File: config.mk
export PLATFORM = sky130hd
export DESIGN_NAME = rr_request_scheduler
export DESIGN_NICKNAME = d
export VERILOG_FILES = /design/src/rtl/rr_request_scheduler.sv
export SDC_FILE = /design/constraint.sdc
export NUM_CORES = 1
export LEC_CHECK = 0
export ABC_AREA = 1
export BUFFER_PORTS_ARGS = -buffer_cell sky130_fd_sc_hd__buf_4
export CORE_MARGIN = 4
export CORE_UTILIZATION = 30
export DETAILED_ROUTE_END_ITERATION = 7
export GPL_ROUTABILITY_DRIVEN = 0
export SLEW_MARGIN = 20
export SYNTH_ARGS = -nofsm -noshare
export SYNTH_HDL_FRONTEND = slang
export SYNTH_SLANG_ARGS = --single-unit
File: constraint.sdc
create_clock -name i_clk -period 6.6 [get_ports i_clk]
set_input_delay 0.66 -clock i_clk [delete_from_list [all_inputs] [get_ports i_clk]]
set_output_delay 0.66 -clock i_clk [all_outputs]
set_load 0.01 [all_outputs]
File: src/rtl/rr_request_scheduler.sv
// -----------------------------------------------------------------------------
// rr_request_scheduler
//
// Round-robin scheduler that shares one display/LED resource between up to
// N_REQ requesters. One requester holds the grant at a time, for at most
// HOLD_CYCLES cycles. After every grant there is exactly one idle (GAP) cycle
// before the next arbitration. Round-robin order keeps low-numbered
// requesters from starving the others, which a fixed-priority encoder would
// allow.
//
// Ports
//   i_clk          in   1      system clock, rising edge
//   i_reset        in   1      asynchronous, active-low reset
//   i_req          in   N_REQ  request levels, bit i = requester i
//   i_release      in   1      button level; a rising edge ends a grant early
//   o_grant        out  N_REQ  one-hot grant (registered)
//   o_grant_idx    out  IDX_W  index of granted requester (registered)
//   o_grant_valid  out  1      high while a grant is active (registered)
// -----------------------------------------------------------------------------
module rr_request_scheduler #(
  parameter int N_REQ       = 8,
  parameter int HOLD_CYCLES = 1000,
  parameter int IDX_W       = 4
) (
  input  logic             i_clk,
  input  logic             i_reset,
  input  logic [N_REQ-1:0] i_req,
  input  logic             i_release,
  output logic [N_REQ-1:0] o_grant,
  output logic [IDX_W-1:0] o_grant_idx,
  output logic             o_grant_valid
);

  localparam int CNT_W = (HOLD_CYCLES > 1) ? $clog2(HOLD_CYCLES) : 1;

  typedef enum logic [1:0] {
    ST_IDLE  = 2'd0,
    ST_GRANT = 2'd1,
    ST_GAP   = 2'd2
  } state_t;

  state_t           r_state;
  logic [IDX_W-1:0] r_ptr;
  logic [CNT_W-1:0] r_cnt;
  logic             r_rel_q;
  logic [N_REQ-1:0] r_grant;
  logic [IDX_W-1:0] r_grant_idx;
  logic             r_grant_valid;

  logic             w_found;
  logic [IDX_W-1:0] w_win;
  logic [N_REQ-1:0] w_onehot;
  logic             w_req_held;
  logic             w_rel_edge;
  logic             w_end;
  logic [IDX_W-1:0] w_ptr_next;

  // Round-robin search: first set request at r_ptr, r_ptr+1, ... (mod N_REQ).
  // The loop runs from the farthest offset down to offset 0, so the nearest
  // hit is the last one written and wins.
  always_comb begin : arb_comb
    logic [31:0]      v_pos;
    logic [N_REQ-1:0] v_sh;
    w_found = 1'b0;
    w_win   = {IDX_W{1'b0}};
    v_pos   = 32'd0;
    v_sh    = {N_REQ{1'b0}};
    for (int k = N_REQ - 1; k >= 0; k--) begin
      v_pos = 32'(r_ptr) + 32'(k);
      if (v_pos >= 32'(N_REQ)) begin
        v_pos = v_pos - 32'(N_REQ);
      end else begin
        v_pos = v_pos;
      end
      v_sh = i_req >> v_pos;
      if (v_sh[0]) begin
        w_found = 1'b1;
        w_win   = v_pos[IDX_W-1:0];
      end else begin
        w_found = w_found;
      end
    end
  end

  assign w_onehot   = {{(N_REQ-1){1'b0}}, 1'b1} << w_win;
  // The grant is one-hot, so masking i_req with it reads i_req[w].
  assign w_req_held = |(i_req & r_grant);
  assign w_rel_edge = i_release & ~r_rel_q;
  // Any combination of the three end conditions gives a single termination.
  assign w_end      = (r_cnt == {CNT_W{1'b0}}) | ~w_req_held | w_rel_edge;
  assign w_ptr_next = (r_grant_idx == IDX_W'(N_REQ - 1)) ? {IDX_W{1'b0}}
                    : r_grant_idx + {{(IDX_W-1){1'b0}}, 1'b1};

  // Scheduler FSM with registered grant outputs and release edge tracking.
  always_ff @(posedge i_clk or negedge i_reset) begin
    if (!i_reset) begin
      r_state       <= ST_IDLE;
      r_ptr         <= {IDX_W{1'b0}};
      r_cnt         <= {CNT_W{1'b0}};
      r_rel_q       <= 1'b0;
      r_grant       <= {N_REQ{1'b0}};
      r_grant_idx   <= {IDX_W{1'b0}};
      r_grant_valid <= 1'b0;
    end else begin
      r_rel_q <= i_release;
      case (r_state)
        ST_IDLE, ST_GAP: begin
          if (w_found) begin
            r_grant       <= w_onehot;
            r_grant_idx   <= w_win;
            r_grant_valid <= 1'b1;
            r_cnt         <= CNT_W'(HOLD_CYCLES - 1);
            r_state       <= ST_GRANT;
          end else begin
            r_grant       <= {N_REQ{1'b0}};
            r_grant_idx   <= {IDX_W{1'b0}};
            r_grant_valid <= 1'b0;
            r_state       <= ST_IDLE;
          end
        end
        ST_GRANT: begin
          if (w_end) begin
            r_grant       <= {N_REQ{1'b0}};
            r_grant_idx   <= {IDX_W{1'b0}};
            r_grant_valid <= 1'b0;
            r_cnt         <= {CNT_W{1'b0}};
            r_ptr         <= w_ptr_next;
            r_state       <= ST_GAP;
          end else begin
            r_cnt         <= r_cnt - {{(CNT_W-1){1'b0}}, 1'b1};
          end
        end
        default: begin
          r_grant       <= {N_REQ{1'b0}};
          r_grant_idx   <= {IDX_W{1'b0}};
          r_grant_valid <= 1'b0;
          r_cnt         <= {CNT_W{1'b0}};
          r_state       <= ST_IDLE;
        end
      endcase
    end
  end

  assign o_grant       = r_grant;
  assign o_grant_idx   = r_grant_idx;
  assign o_grant_valid = r_grant_valid;

endmodule

# After elaboration in Yosys (flattened, before gate mapping)

Index checks and enable logic that the tools add are counted.

Register bits: 30
Bits of input ports: 11
Logic and storage cells: 97

$add $sub $neg: 17
Magnitude comparators: 8
Eq/ne operators: 5
Shift-type cells: 9
Muxes and demuxes: 40
Bitwise logic cells: 6
Reduce and logical (&&, ||, !) cells: 5

Operator list:

| cell                    | count |
|---|---|
| $mux W32                | 8 |
| $shr A8 B32 Y1          | 8 |
| $mux W4                 | 11 |
| $sub A5 B4 Y6 const B   | 7 |
| $ge A5 B4 Y1 const B    | 7 |
| $add A4 B3 Y5 const B   | 4 |
| $mux W10                | 2 |
| $pmux W10 S2            | 1 |
| $mux W8                 | 2 |
| $pmux W8 S2             | 1 |
| $mux W1                 | 11 |
| $add A4 B2 Y5 const B   | 2 |
| $logic_not A10 Y1       | 1 |
| $sub A10 B1 Y10 const B | 1 |
| $and A8 B8 Y8           | 1 |
| $pmux W4 S2             | 1 |
| $reduce_or A8 Y1        | 1 |
| $shl A1 B4 Y8 const A   | 1 |
| $add A4 B1 Y5 const B   | 1 |
| $sub A4 B4 Y5 const B   | 1 |
| $add A4 B1 Y4 const B   | 1 |
| $eq A4 B3 Y1 const B    | 1 |
| $ge A4 B4 Y1 const B    | 1 |
| $ne A2 B2 Y1 const B    | 2 |
| other kinds (11)        | 13 |

# Logic depth before layout (Yosys ltp)

Gate-level depths: netlist of run 1.

Depth in word-level cells: 15
Gate-level depth with buffers: 26

# Worst setup path before layout of run 1

Ideal clock, no wire load.

Kind: reg-to-reg
Start point: reg r_ptr[1]
End point: reg r_grant[2], in the netlist o_grant[2]
Setup time: 0.117 ns
Arrival time: 2.678 ns
Required time: 6.483 ns
Setup slack: 3.804 ns
Cell stages (with the launch flop): 27
Path buffers: 1
Clock period less this slack: 2.796 ns
Cell sequence: dfrtp_1 -> buf_2 -> clkinv_1 -> ha_1 -> inv_1 -> nand2_1 -> nand2_1 -> inv_1 -> ha_1 -> nor2_1 -> nand2_1 -> o21ai_1 -> nand3_2 -> nand2_1 -> nand2_1 -> nand2_1 -> nand2_1 -> nand2_1 -> nand2_1 -> nand2_1 -> nand2_1 -> nand2_1 -> nand2_1 -> nand2_1 -> nand2_1 -> nand3_1 -> nand2_1

Longest elaborated chain between the ends: 15
Elaborated cells between the ends (all ways): 58

RTL lines:

| item                                                 | line   | RTL |
|---|---|---|
| start, declared                                      | 43     | `logic [IDX_W-1:0] r_ptr;` |
| start signal, assigned                               | 98     | `r_ptr <= {IDX_W{1'b0}};` |
| start signal, assigned                               | 127    | `r_ptr <= w_ptr_next;` |
| $add A4 B3 Y5                                        | 69     | `v_pos = 32'(r_ptr) + 32'(k);` |
| $sub A5 B4 Y6 / $ge A5 B4 Y1 (equally long branches) | 71, 70 |  |
| $mux W32                                             | 70     | `if (v_pos >= 32'(N_REQ)) begin` |
| $shr A8 B32 Y1                                       | 75     | `v_sh = i_req >> v_pos;` |
| $mux W4 (8 in series)                                | 76     | `if (v_sh[0]) begin` |
| $shl A1 B4 Y8                                        | 85     | `assign w_onehot = {{(N_REQ-1){1'b0}}, 1'b1} << w_win;` |
| $mux W8 *                                            | 108    | `if (w_found) begin` |
| $pmux W8 S2 *                                        | 106    | `case (r_state)` |
| end signal, assigned                                 | 101    | `r_grant <= {N_REQ{1'b0}};` |
| end signal, assigned                                 | 109    | `r_grant <= w_onehot;` |
| end signal, assigned                                 | 115    | `r_grant <= {N_REQ{1'b0}};` |
| end, declared                                        | 46     | `logic [N_REQ-1:0] r_grant;` |

Every way passes the cells marked *; elsewhere a longest branch is shown, timed or not.
A chain may end at the register's enable or synchronous reset.

# Worst setup path in the final report of run 1

Start point: reg r_ptr[1]
End point: reg r_grant[3], in the netlist o_grant[3]

The elaborated chain is that of the path after synthesis.

==> run_results.csv, run 1 <==
group,metric,value,unit
floorplanning,rows,33,
placed_design,hpwl,5.25,mm
grt,grt_pass1_vias,2360,
synthesis,synth_xor_area_share,2.29,%
worst_setup_path,reg2reg_to,"o_grant[3]",
worst_setup_path,critPathKind,"flop to flop",
floorplanning,dieWidth,101,um
power,cellPowerDensity,560,nW/um^2
detailed_routing,via_per_inst,4.86,
placed_design,placed_cell_area,2880,um^2
clocking,postCtsHoldBufs,0,
detailed_routing,drt_iter0_markers,182,
clocking,clk_pin_slew,0.06,ns
grt,use_met2,21.9,%
detailed_routing,drt_wl_total,6.67,mm
worst_setup_path,required,6.76,ns
finish,layout-drive-gt1-share,13.9,%
floorplanning,fp.dieH,101,um
sta,finalHoldViolCount,0,
worst_setup_path,worstSetupEndpointType,"flop",
worst_setup_path,reg2reg_slack,3.16,ns
synthesis,synth_top_family_by_area,"simple AND/OR/NAND/NOR gates",
worst_setup_path,crit_fanout,13,
synthesis,ys_ff_latch,30,
grt,busiest_layer,"met2",
floorplanning,die_area,10300,um^2
sta,rsz0062_at_grt,"false",
synthesis,synthAdderAreaFrac,9.07,%
worst_setup_path,reg2regPathDepth,25,
synthesis,ys_top_cells_by_count,"nand2_1, nand3_1, inv_1, dfrtp_1, nor2_1",
sta,min_period_over_period,52.1,%
detailed_routing,wl_per_cell,12.8,um
worst_setup_path,cp-endpoint,"o_grant[3]",
worst_setup_path,start_kind,"flop",
clocking,post_cts_resized,0,
synthesis,synth_area,2620,um^2
worst_setup_path,worstPathArrival,3.59,ns
status,status,"finished clean",
clocking,clock-root-buffer,"clkbuf_8",
clocking,cts_sinks,30,
synthesis,syn_avg_cell_area,6.62,um^2
flow_run,max-cap-violations,0,
grt,grt_pass1_wl,11.4,mm
worst_setup_path,cp.depth,25,
placed_design,post-place-ws,3.17,ns
grt,antenna_found_initial,0,
synthesis,synth_edf_count,0,
worst_setup_path,startpoint,"r_ptr[1]",
sta,setup_viol_count_final,0,
worst_setup_path,cpMaxStageDelayCell,"dfrtp_1",
worst_setup_path,reg2reg_from,"r_ptr[1]",
synthesis,synthMuxAreaShare,0,%
detailed_routing,vias,2539,
floorplanning,start_util,31.4,%
floorplanning,ios,24,
synthesis,synth_fp_nets,426,
power,leakage,1.64,nW
hold_path,hold_path_class,"input port to asynchronous set/reset pin",
power,irDropWorstVdd,0.000227,V
synthesis,yosys.area_share.simple,39.6,%
clocking,cts_made_buffers,5,
worst_setup_path,cpMostUsedCell,"nand2_1",
worst_setup_path,path_buf_inv,3,
sta,finalCriticalPeriod,3.44,ns
synthesis,synth_area_leaders,"dfrtp_1, nand2_1, nand3_1, ha_1, inv_1",
synthesis,synth_area_leader_cell,"dfrtp_1",
detailed_routing,drcViolationCount,0,
synthesis,synth.most_common_cell,"nand2_1",
finish,nFillCells,902,
clocking,htreeDepth,2,
sta,skew,0.00349,ns
detailed_routing,ant_nets,0,
synthesis,synth.distinct_cells,40,
sta,fmax,291,MHz
sta,maxSlewViolCount,0,
finish,syn_to_final_growth,12.9,%
synthesis,netlist.area_leader.share,28.7,%
synthesis,ys_warn_count,0,
synthesis,ys_seq_area_share,28.7,%
synthesis,synth_cells,396,
clocking,cts_setup_buffers,0,
clocking,cts_tree,"built",
finish,stdcell_area,2960,um^2
grt,use_met3,2.13,%
sta,tightestPinTransition,0.754,ns
floorplanning,coreArea,8340,um^2
sta,setup_tns,0,ns
synthesis,ys.flop_type,"dfrtp_1",
grt,grt_use_met1,19.5,%
sta,setup_ws,3.16,ns
grt,overflow,0,
clocking,clkLatencyLatePin,0.27,ns
placed_design,place.port_buffers,23,
finish,n_antenna_cell,0,
synthesis,synthArstFlopShare,100,%
clocking,max-clock-path-buffers,2,
synthesis,synth_compound_area_share,10.7,%
detailed_routing,first_pass_iters,4,
worst_setup_path,critical_path.top_delay_family,"simple AND/OR/NAND/NOR gates",
sta,max-slew-margin-rel,49.5,%
grt,grt_max_degree,31,
grt,grt.total_usage,13.7,%
finish,nNetsFinal,448,
worst_setup_path,slowest_delay,0.60,ns
-- metrics by stage --
step	total power [mW]	hold slack, ns	utilization, %	cells
after detailed placement	1.51	0.490	34.5	516
after global placement	1.50	0.492	34.5	516
after floorplan	1.25	0.364	-	396
final	1.66	0.303	35.5	522
after global routing	1.87	0.313	35.5	522
after CTS	1.66	0.310	35.5	522
-- registers in the layout (all words and copies together) (netlist names) --
name,flops
o_grant,8
r_state,2
r_cnt,10
o_grant_valid,1
r_ptr,4
o_grant_idx,4
r_rel_q,1
-- where the power goes --
| group | internal [mW] | switching [mW] |
|---|---|---|
| Combinational | 0.406 | 0.772 |
| Clock | 0.0801 | 0.0601 |
| Sequential | 0.252 | 0.0857 |
| Total | 0.738 | 0.918 |
-- kinds of logic (layout without fill, tap and decap cells) --
family	Yosys count	in the layout
AND/OR/NAND/NOR	234	234
adder cells (fa/ha/maj)	19	19
flip-flops	30	30
buffers and inverters	61	82
XOR/XNOR	6	6
AO/OA/AOI/OAI	46	46
-- worst min-delay path by stage --
| stage | startpoint | endpoint |
|---|---|---|
| 2_1_floorplan | i_reset | o_grant[0] |
| 3_3_place_gp | o_grant_valid | o_grant_valid |
| 3_5_place_dp | o_grant_valid | o_grant_valid |
| 4_1_cts | i_reset | r_cnt[4] |
| 5_1_grt | i_reset | r_cnt[3] |
| 6_report | i_reset | r_cnt[3] |
-- metal layers --
| metal | up-vias | part of all wire, % | wire (um) |
|---|---|---|---|
| met1 | 1162 | 49 | 3260 |
| met4 | 0 | 0.85 | 57 |
| met5 | - | 0 | 0 |
| li1 | 1325 | - | - |
| met3 | 6 | 4.3 | 288 |
| met2 | 46 | 46 | 3070 |
-- cell usage in the layout (no fill, tap or decap), types with 2 or more instances in the layout --
cell      instances
o21ai_0          10
nand2_1         133
inv_2             4
buf_4            23
a221oi_1          2
ha_1             19
o21ai_2           2
inv_1            45
nand2_2           9
xor2_1            5
nor3_1            2
o22ai_1           2
nand3_1          52
nor2_1           20
a21oi_1          18
nand4_1           5
clkbuf_8          6
clkinv_1          2
nor2_2            4
and3_1            2
dfrtp_1          30
inv_4             2
o21ai_1           4
or2_1             2
-- layout make-up --
class	instances	area [um^2]	share of cell area (%)
Clock buffer	6	82.6	2.79
Inverter	53	204	6.90
Multi-Input combinational cell	305	1620	54.7
Sequential cell	30	751	25.4
Tap cell	105	131	4.44
Timing Repair Buffer	23	173	5.84
Power figures use the tool's default switching activity.
==> inputs of run 2 (changes only) <==
Clock period 6.6 ns to 3.2 ns, I/O delays scaled along.
==> run 2 against run 1 <==
Global-route usage grew 0.72 points. Sequential share of layout area shrank 0.61 points. Worst setup slack got worse by 2.9 ns. Clock skew is 0.0011 ns higher. Combinational power up 120%. Critical path type unchanged.
==> run_results.csv, run 2 (synthesized netlist as in run 1, its figures left out) <==
group,metric,value,unit
worst_setup_path,cpMaxStageDelayCell,"dfrtp_2",
detailed_routing,via_per_inst,4.80,
finish,layout-drive-gt1-share,16.2,%
power,cellPowerDensity,1160,nW/um^2
grt,grt_max_degree,31,
sta,maxSlewViolCount,0,
detailed_routing,drt_wl_total,6.92,mm
worst_setup_path,slowest_delay,0.45,ns
worst_setup_path,required,3.41,ns
finish,top_register,"r_cnt",
detailed_routing,ant_nets,0,
hold_path,hold_path_class,"input port to flop",
grt,overflow,0,
finish,nNetsFinal,456,
sta,max-slew-margin-rel,49.9,%
sta,finalCriticalPeriod,2.92,ns
worst_setup_path,worstSetupEndpointType,"flop",
finish,final_common_cell,"nand2_1",
sta,fmax,343,MHz
floorplanning,die_area,10300,um^2
clocking,max-clock-path-buffers,2,
placed_design,place.port_buffers,23,
grt,grt.total_usage,14.4,%
sta,skew,0.00456,ns
grt,grt_pass1_vias,2409,
worst_setup_path,worstPathArrival,3.13,ns
detailed_routing,wl_per_cell,13.0,um
finish,syn_to_final_growth,15.9,%
grt,antenna_found_initial,0,
sta,setup_ws,0.281,ns
floorplanning,coreArea,8340,um^2
detailed_routing,drt_iter0_markers,184,
clocking,cts_made_buffers,5,
finish,nFillCells,912,
finish,final_cells,532,
worst_setup_path,crit_fanout,8,
finish,n_antenna_cell,0,
clocking,clkLatencyLatePin,0.28,ns
sta,min_period_over_period,91.2,%
flow_run,max-cap-violations,0,
worst_setup_path,start_kind,"flop",
clocking,htreeDepth,2,
clocking,cts_tree,"built",
worst_setup_path,path_cells,"buf_4 -> ha_1 -> inv_1 -> nand2_1 -> nand2_2 -> nand2_1 -> o21ai_2 -> ha_1 -> inv_1 -> nor2_1 -> o2111ai_2 -> nand3_1 -> nor2_2 -> nand2_4 -> nor2_8 -> inv_4 -> nand2_2 -> o21ai_2 -> a21oi_2",
placed_design,hpwl,5.49,mm
floorplanning,dieWidth,101,um
sta,setup_tns,0,ns
clocking,clk_pin_slew,0.06,ns
placed_design,placed_cells,520,
sta,finalHoldViolCount,0,
detailed_routing,vias,2555,
clocking,clock-root-buffer,"clkbuf_8",
finish,final_cell_mix,"nand2_1, nand3_1, inv_1",
sta,setup_viol_count_final,0,
grt,grt_pass1_wl,11.9,mm
placed_design,post-place-ws,0.0688,ns
finish,largest_reg_flops,10,
floorplanning,rows,33,
status,status,"finished clean",
power,totalPowerFinal,3.53,mW
detailed_routing,drcViolationCount,0,
floorplanning,ios,24,
sta,tightestPinTransition,0.749,ns
detailed_routing,first_pass_iters,4,
power,irDropWorstVdd,0.000508,V
worst_setup_path,critPathKind,"flop to flop",
floorplanning,fp.dieH,101,um
floorplanning,start_util,31.4,%
clocking,cts_sinks,30,
sta,rsz0062_at_grt,"false",
power,leakage,1.68,nW
-- run 2: cell types whose count changed in the layout (fill, tap and decap cells not counted), sizes merged --
| cell | delta |
|---|---|
| buf | +7 |
| clkbuf | +1 |
| dlygate4sd3 | +1 |
| inv | +1 |
-- run 2: per-stage QoR --
| step | utilization (%) | hold slack [ns] | area [um^2] |
|---|---|---|---|
| 3_5_place_dp | 34.8 | 0.275 | 2910 |
| 5_1_grt | 36.4 | 0.145 | 3040 |
| 2_1_floorplan | - | 0.0244 | 2620 |
| 6_report | 36.4 | 0.155 | 3040 |
| 3_3_place_gp | 34.8 | 0.273 | 2910 |
| 4_1_cts | 36.0 | 0.147 | 3010 |
-- run 2: path summary, 6_finish.rpt --
path | startpoint | end | slack [ns] | cells after the start
worst max-delay path | r_ptr[2] | r_cnt[3] | 0.28 | 19
min in group asynchronous | i_reset | r_cnt[3] | 0.50 | 2
worst min-delay path | i_release | r_rel_q | 0.16 | 1
worst max register to register | r_ptr[2] | r_cnt[3] | 0.28 | 19
max in group asynchronous | i_reset | r_ptr[2] | 2.40 | 2
worst min register to register | o_grant_valid | o_grant_valid | 0.50 | 2
-- run 2: timing repair --
item,CTS,global route
endpoints found under the setup margin,0,14
setup buffers,0,3
endpoints found under the hold margin,30,0
hold buffers,1,0
gates resized for setup,0,4
-- run 2: area by class of cell --
| class | count | area, um^2 | area share (%) |
|---|---|---|---|
| multi-input cells | 305 | 1620 | 53.3 |
| flip-flops and latches | 30 | 752 | 24.8 |
| repair buffers | 31 | 235 | 7.75 |
| inverters | 53 | 206 | 6.80 |
| well taps | 105 | 131 | 4.33 |
| clock buffers | 7 | 86.3 | 2.84 |
| clock inverters | 1 | 5.00 | 0.165 |
-- run 2: worst max-delay path, delay by kind of cell, from the launching register on --
family	cells	cell delay, ns
AO/OA/AOI/OAI	4	0.68
buffers and inverters	4	0.36
flip-flops	1	0.45
AND/OR/NAND/NOR	9	0.91
adder cells (fa/ha/maj)	2	0.44
-- run 2: power by group --
part           internal, mW  switching, mW
sequential            0.521          0.135
clock                 0.173          0.140
combinational         0.887           1.68
total                  1.58           1.95
-- run 2: routing by layer --
layer  GRT usage, %  vias to the layer above  routed length, um
met5              0                        -                  0
met4           2.45                        0                 53
met3           2.34                        9                382
met2           22.7                       60               3060
met1           21.0                     1145               3430
li1               -                     1341                  -
